File: config.mk
export PLATFORM = sky130hd
export DESIGN_NAME = nibble_serial_adder_flat
export DESIGN_NICKNAME = d
export VERILOG_FILES = /design/src/rtl/nibble_serial_adder_if.sv /design/src/rtl/nibble_serial_adder.sv /design/src/flat_wrapper.sv
export SDC_FILE = /design/constraint.sdc
export NUM_CORES = 1
export LEC_CHECK = 0
export CAP_MARGIN = 20
export CORE_MARGIN = 4
export CORE_UTILIZATION = 40
export CTS_CLUSTER_DIAMETER = 80
export DETAILED_ROUTE_END_ITERATION = 16
export PLACE_DENSITY_LB_ADDON = 0.12
export SYNTH_ARGS = -nofsm -noshare
export SYNTH_HDL_FRONTEND = slang
export SYNTH_SLANG_ARGS = --single-unit
File: constraint.sdc
create_clock -name i_clk -period 7.6 [get_ports i_clk]
set_clock_uncertainty 0.05 [all_clocks]
set_input_delay 1.9 -clock i_clk [delete_from_list [all_inputs] [get_ports i_clk]]
set_output_delay 1.9 -clock i_clk [all_outputs]
set_load 0.01 [all_outputs]
File: src/rtl/nibble_serial_adder_if.sv
// Operand/result handshake bundle for nibble_serial_adder.
// o_ovf exists only when NSA_OVF_FLAG_EN is defined.
interface nibble_serial_adder_if #(
    parameter int N_NIBBLES = 4
);
    localparam int W = 4 * N_NIBBLES;

    logic         i_valid;
    logic         o_ready;
    logic [W-1:0] i_a;
    logic [W-1:0] i_b;
    logic         i_c_in;
    logic         o_valid;
    logic         i_ready;
    logic [W-1:0] o_sum;
    logic         o_cout;
`ifdef NSA_OVF_FLAG_EN
    logic         o_ovf;

    modport slave (
        input  i_valid, i_a, i_b, i_c_in, i_ready,
        output o_ready, o_valid, o_sum, o_cout, o_ovf
    );

    modport master (
        output i_valid, i_a, i_b, i_c_in, i_ready,
        input  o_ready, o_valid, o_sum, o_cout, o_ovf
    );
`else
    modport slave (
        input  i_valid, i_a, i_b, i_c_in, i_ready,
        output o_ready, o_valid, o_sum, o_cout
    );

    modport master (
        output i_valid, i_a, i_b, i_c_in, i_ready,
        input  o_ready, o_valid, o_sum, o_cout
    );
`endif
endinterface

File: src/rtl/nibble_serial_adder.sv
// Wide adder that reuses one 4-bit ripple adder, one nibble per clock.
// Optional signed-overflow flag is enabled by defining NSA_OVF_FLAG_EN.
module full_adder_4bit (
    input  logic [3:0] i_a,
    input  logic [3:0] i_b,
    input  logic       i_c_in,
    output logic [3:0] o_sum,
    output logic       o_cout
);
    assign {o_cout, o_sum} = {1'b0, i_a} + {1'b0, i_b} + {4'b0000, i_c_in};
endmodule

module nibble_serial_adder #(
    parameter int N_NIBBLES = 4
) (
    input  logic                   i_clk,
    input  logic                   i_rst,
    nibble_serial_adder_if.slave   bus
);
    localparam int W     = 4 * N_NIBBLES;
    localparam int IDX_W = $clog2(N_NIBBLES);

    typedef enum logic [1:0] {
        ST_IDLE = 2'd0,
        ST_RUN  = 2'd1,
        ST_DONE = 2'd2
    } state_t;

    state_t             state_r;
    state_t             state_s;
    logic [W-1:0]       a_r;
    logic [W-1:0]       b_r;
    logic               carry_r;
    logic [IDX_W-1:0]   idx_r;
    logic [W-1:0]       sum_r;
    logic               cout_r;
    logic               last_s;
    logic [3:0]         fa_a_s;
    logic [3:0]         fa_b_s;
    logic [3:0]         fa_sum_s;
    logic               fa_cout_s;

    assign last_s = (idx_r == IDX_W'(N_NIBBLES - 1));
    assign fa_a_s = a_r[4*idx_r +: 4];
    assign fa_b_s = b_r[4*idx_r +: 4];

    full_adder_4bit u_fa (
        .i_a    (fa_a_s),
        .i_b    (fa_b_s),
        .i_c_in (carry_r),
        .o_sum  (fa_sum_s),
        .o_cout (fa_cout_s)
    );

    // State register
    always_ff @(posedge i_clk) begin
        if (i_rst) begin
            state_r <= ST_IDLE;
        end else begin
            state_r <= state_s;
        end
    end

    // Next-state decode; handshake inputs only steer transitions
    always_comb begin
        state_s = state_r;
        case (state_r)
            ST_IDLE: begin
                if (bus.i_valid) state_s = ST_RUN;
                else             state_s = ST_IDLE;
            end
            ST_RUN: begin
                if (last_s) state_s = ST_DONE;
                else        state_s = ST_RUN;
            end
            ST_DONE: begin
                if (bus.i_ready) state_s = ST_IDLE;
                else             state_s = ST_DONE;
            end
            default: state_s = ST_IDLE;
        endcase
    end

    // Operand latch and nibble-serial accumulation; carry crosses nibbles only via carry_r
    always_ff @(posedge i_clk) begin
        if (i_rst) begin
            a_r     <= {W{1'b0}};
            b_r     <= {W{1'b0}};
            carry_r <= 1'b0;
            idx_r   <= {IDX_W{1'b0}};
            sum_r   <= {W{1'b0}};
            cout_r  <= 1'b0;
        end else begin
            case (state_r)
                ST_IDLE: begin
                    if (bus.i_valid) begin
                        a_r     <= bus.i_a;
                        b_r     <= bus.i_b;
                        carry_r <= bus.i_c_in;
                        idx_r   <= {IDX_W{1'b0}};
                    end
                end
                ST_RUN: begin
                    sum_r[4*idx_r +: 4] <= fa_sum_s;
                    carry_r             <= fa_cout_s;
                    if (last_s) begin
                        cout_r <= fa_cout_s;
                    end else begin
                        idx_r <= idx_r + IDX_W'(1);
                    end
                end
                default: begin
                end
            endcase
        end
    end

`ifdef NSA_OVF_FLAG_EN
    logic ovf_r;

    // Signed overflow: like-signed operands whose top result bit differs
    always_ff @(posedge i_clk) begin
        if (i_rst) begin
            ovf_r <= 1'b0;
        end else if (state_r == ST_RUN && last_s) begin
            ovf_r <= (a_r[W-1] == b_r[W-1]) && (fa_sum_s[3] != a_r[W-1]);
        end
    end

    assign bus.o_ovf = ovf_r;
`endif

    assign bus.o_ready = (state_r == ST_IDLE);
    assign bus.o_valid = (state_r == ST_DONE);
    assign bus.o_sum   = sum_r;
    assign bus.o_cout  = cout_r;

endmodule
File: src/flat_wrapper.sv
// flat-port wrapper written by rule: the top's interface ports become plain ports
module nibble_serial_adder_flat 
#(
    parameter int N_NIBBLES = 4
)
  (i_clk, i_rst, bus_i_valid, bus_i_a, bus_i_b, bus_i_c_in, bus_i_ready, bus_o_ready, bus_o_valid, bus_o_sum, bus_o_cout);
  nibble_serial_adder_if #(.N_NIBBLES(N_NIBBLES)) bus_i ();
  input  logic i_clk;
  input  logic i_rst;
  input wire logic [$bits(bus_i.i_valid)-1:0] bus_i_valid;
  input wire logic [$bits(bus_i.i_a)-1:0] bus_i_a;
  input wire logic [$bits(bus_i.i_b)-1:0] bus_i_b;
  input wire logic [$bits(bus_i.i_c_in)-1:0] bus_i_c_in;
  input wire logic [$bits(bus_i.i_ready)-1:0] bus_i_ready;
  output wire logic [$bits(bus_i.o_ready)-1:0] bus_o_ready;
  output wire logic [$bits(bus_i.o_valid)-1:0] bus_o_valid;
  output wire logic [$bits(bus_i.o_sum)-1:0] bus_o_sum;
  output wire logic [$bits(bus_i.o_cout)-1:0] bus_o_cout;
  assign bus_i.i_valid = bus_i_valid;
  assign bus_i.i_a = bus_i_a;
  assign bus_i.i_b = bus_i_b;
  assign bus_i.i_c_in = bus_i_c_in;
  assign bus_i.i_ready = bus_i_ready;
  assign bus_o_ready = bus_i.o_ready;
  assign bus_o_valid = bus_i.o_valid;
  assign bus_o_sum = bus_i.o_sum;
  assign bus_o_cout = bus_i.o_cout;
  nibble_serial_adder #(.N_NIBBLES(N_NIBBLES)) u_core (.i_clk(i_clk), .i_rst(i_rst), .bus(bus_i));
endmodule
==> metrics.md <==
| Metric | Value |
|---|---|
| # H-tree levels | `2` |
| Final min period | `between 3000 and 4000 ps` |
| Yosys warning count | `0` |
| Register-to-register setup slack | `4440 ps` |
| Hold path startpoint | `u_core.b_r[13]` |
| Area leader, netlist | `dfxtp_1` |
| Final Hold Fails | `0` |
| Core Rows | `28` |
| Die Area | `around 7400 um2` |
| WHS Path Cells | `2` |
| Startpoint types | `register` |
| Setup bufs post-CTS | `0` |
| Mapped Nets | `308` |
| DR vias/cell | `5.03` |
| Multi-input logic area | `1230 um2` |
| Congestion Overflow GR | `0` |
| Cell internal pwr | `0.436 mW` |
| Cell variety after synth | `33` |
| Post-Syn Instances | `260` |
| Net Sw Power | `0.144 mW` |
| Post_cts resized | `0` |
| WP data arrival | `1650 ps` |
| First-pass GRT wire length | `8.60 mm` |
| Port Buffers | `55` |
| Critical path fanouts, max | `8` |
| RR Endpoint | `u_core.bus.o_cout` |
| Setup TNS | `0 ps` |
| Share of layout cells above drive strength 1 | `9.77%` |
| Placed Area | `roughly 3000 um2` |
| Worst path required time | `5650 ps` |
| Area grow syn2layout | `26.5%` |
| Starting density of the core | `~41%` |
| FF+latch count, synth | `54` |
| Cts hold-fix bufs | `0` |
| Chip width | `around 86 um` |
| Antenna violations before repair | `0` |
| Mapped cell area | `2440 um2` |
| Register area share after synthesis | `approximately 44%` |
| Slew HR | `about a third` |
| Wirelength per Cell | `13.2 um` |
| DRC | `0` |
| Largest net degree at the start of global routing | `55` |
| Clock tree sinks | `between 50 and 60` |
| WL final | `5.04 mm` |
| Clk root buf | `clkbuf_8` |
| Initial DRC Count | `129` |
| Vias in the first global route | `1839` |
| NumNets Final | `354` |
| Peak VDD IR | `~0.080 mV` |
| LEAKAGE | `1.18 nW` |
| Post-route design area | `3080 um2` |
| Tcrit/Tclk final | `47.3%` |
| Switching share of power | `24.8%` |
| Unrepaired setup endpoints after global routing | `no` |
| Worst r2r src | `u_core.idx_r[0]` |
| Core footprint | `5920 um2` |
| DRT antenna net count | `0` |
| GRT Overall Usage | `14.7%` |
| Max-Cap Viols | `0` |
| Clock Power Share | `between 30% and 40%` |
| DP HPWL | `between 3 and 4 mm` |
| GPL Wtd Cong | `roughly 0.7` |
| Flop pwr share | `52.6%` |
| Syn Area/Cell | `9.37 um2` |
| TritonCTS buffer count | `5` |
| FF/Latch Area | `1080 um2` |
| Via count | `1922` |
| Synth top area share | `44.4%` |
| Worst hold endpoint | `u_core.b_r[13]` |
| Comb power frac | `14.5%` |
| Chip Height | `86.1 um` |
| Number of fill cells in the layout | `576` |
| Reg clk slew, reported paths | `90 ps` |
| R2R depth | `6` |
| Worst slew pin tran | `1010 ps` |
| Worst skew pair latency | `310 ps` |
| Synth top area cells | `dfxtp_1, nand2_1, mux4_2` |
| Max Clk Rate | `between 200 and 300 MHz` |
| CTS Buffer Depth | `2` |
| I/O Pins | `56` |
| CTS tree | `built` |
| Setup Crit Path Kind | `register to output port` |
| Worst hold-check path type | `register to register` |
| Most frequent cells in the layout | `nand2_1, clkdlybuf4s50_1, dfxtp_1` |
| CP Capture Type | `output port` |
| Max Slew Vio Count | `0` |
| # diodes | `0` |
| First-pass detailed-route iteration total | `4` |
| Pwr/cell area | `188 nW/um2` |
| Status | `complete, no violations` |
| Setup-failing EPs final | `0` |
| Most common cell after layout, fill and taps aside | `nand2_1` |
==> power groups by stage <==
stage | Combinational [mW] | Clock, mW | Sequential, mW
floorplan | 0.0584 | 0 | 0.307
global placement | 0.0847 | 0 | 0.312
detailed placement | 0.0854 | 0 | 0.312
CTS | 0.0856 | 0.200 | 0.305
global route | 0.0942 | 0.214 | 0.308
finish | 0.0843 | 0.191 | 0.305
==> state kept, by name (all words and copies together) (netlist names) <==
name,count
u_core.a_r,16
u_core.bus.o_cout,1
u_core.bus.o_sum,16
u_core.carry_r,1
u_core.b_r,16
u_core.idx_r,2
u_core.state_r,2
==> worst max-delay path by stage <==
stage,from,slack (ps),end
after floorplan,bus_i_valid,4870,u_core.carry_r
after global placement,bus_i_valid,4030,u_core.a_r[8]
after detailed placement,bus_i_valid,4020,u_core.a_r[8]
after CTS,u_core.state_r[1],3980,bus_o_valid
after global routing,u_core.state_r[1],3900,bus_o_valid
final,u_core.state_r[1],4000,bus_o_valid
==> synthesized netlist by cell type (all sizes together) <==
library cell	count
a22oi	14
nor3	1
buf	11
clkbuf	6
a211oi	2
inv	4
a32oi	4
xor2	1
or2	1
a211o	1
and4	1
nand3	1
a21o	2
nand2	70
ha	9
fa	2
nor3b	3
nor4	1
a21oi	35
mux2i	1
nand3b	1
and3	1
and2b	1
a311oi	1
nor2b	3
nor2	20
dfxtp	54
mux4	8
and4b	1
==> worst max-delay path, cell delays in order, from the launching register on <==
cell and delay [ps]:
dfxtp_1 590, and2b_2 230, clkdlybuf4s50_1 530
==> kinds of logic after synthesis <==
logic type | Yosys count | synth area share, %
and+or+nand+nor | 105 | 20.6
AOI/OAI and AO/OA | 59 | 15.3
DFF | 54 | 44.4
buffers and inverters | 21 | 5.34
adders and majority gates | 11 | 6.26
muxes | 9 | 7.80
xor gates and xnor gates | 1 | 0.359
==> per-layer routing <==
layer	track usage, %	up-vias	part of all wire [%]
li1	-	986	-
met1	19.5	892	47
met2	23.4	36	46
met3	2.98	8	4.6
met4	6.04	0	1.7
met5	0	-	0
==> layout make-up <==
cell class              count  share of cell area (%)
flip-flops and latches     54                    35.1
clock inverters             3                    1.46
well taps                  75                    3.04
clock buffers               5                    2.23
repair buffers             56                    17.9
inverters                   4                   0.487
multi-input cells         185                    39.8
==> through the flow <==
stage	instances	util (%)	hold WS (ps)	total power, mW	setup WS [ps]
final	382	52.1	407	0.580	4000
after global routing	382	52.1	426	0.616	3900
after CTS	382	52.1	408	0.591	3980
after detailed placement	374	50.1	395	0.397	4020
after global placement	374	50.1	390	0.396	4030
after floorplan	260	-	383	0.365	4870
No activity file was read; power rests on OpenSTA's default activity.
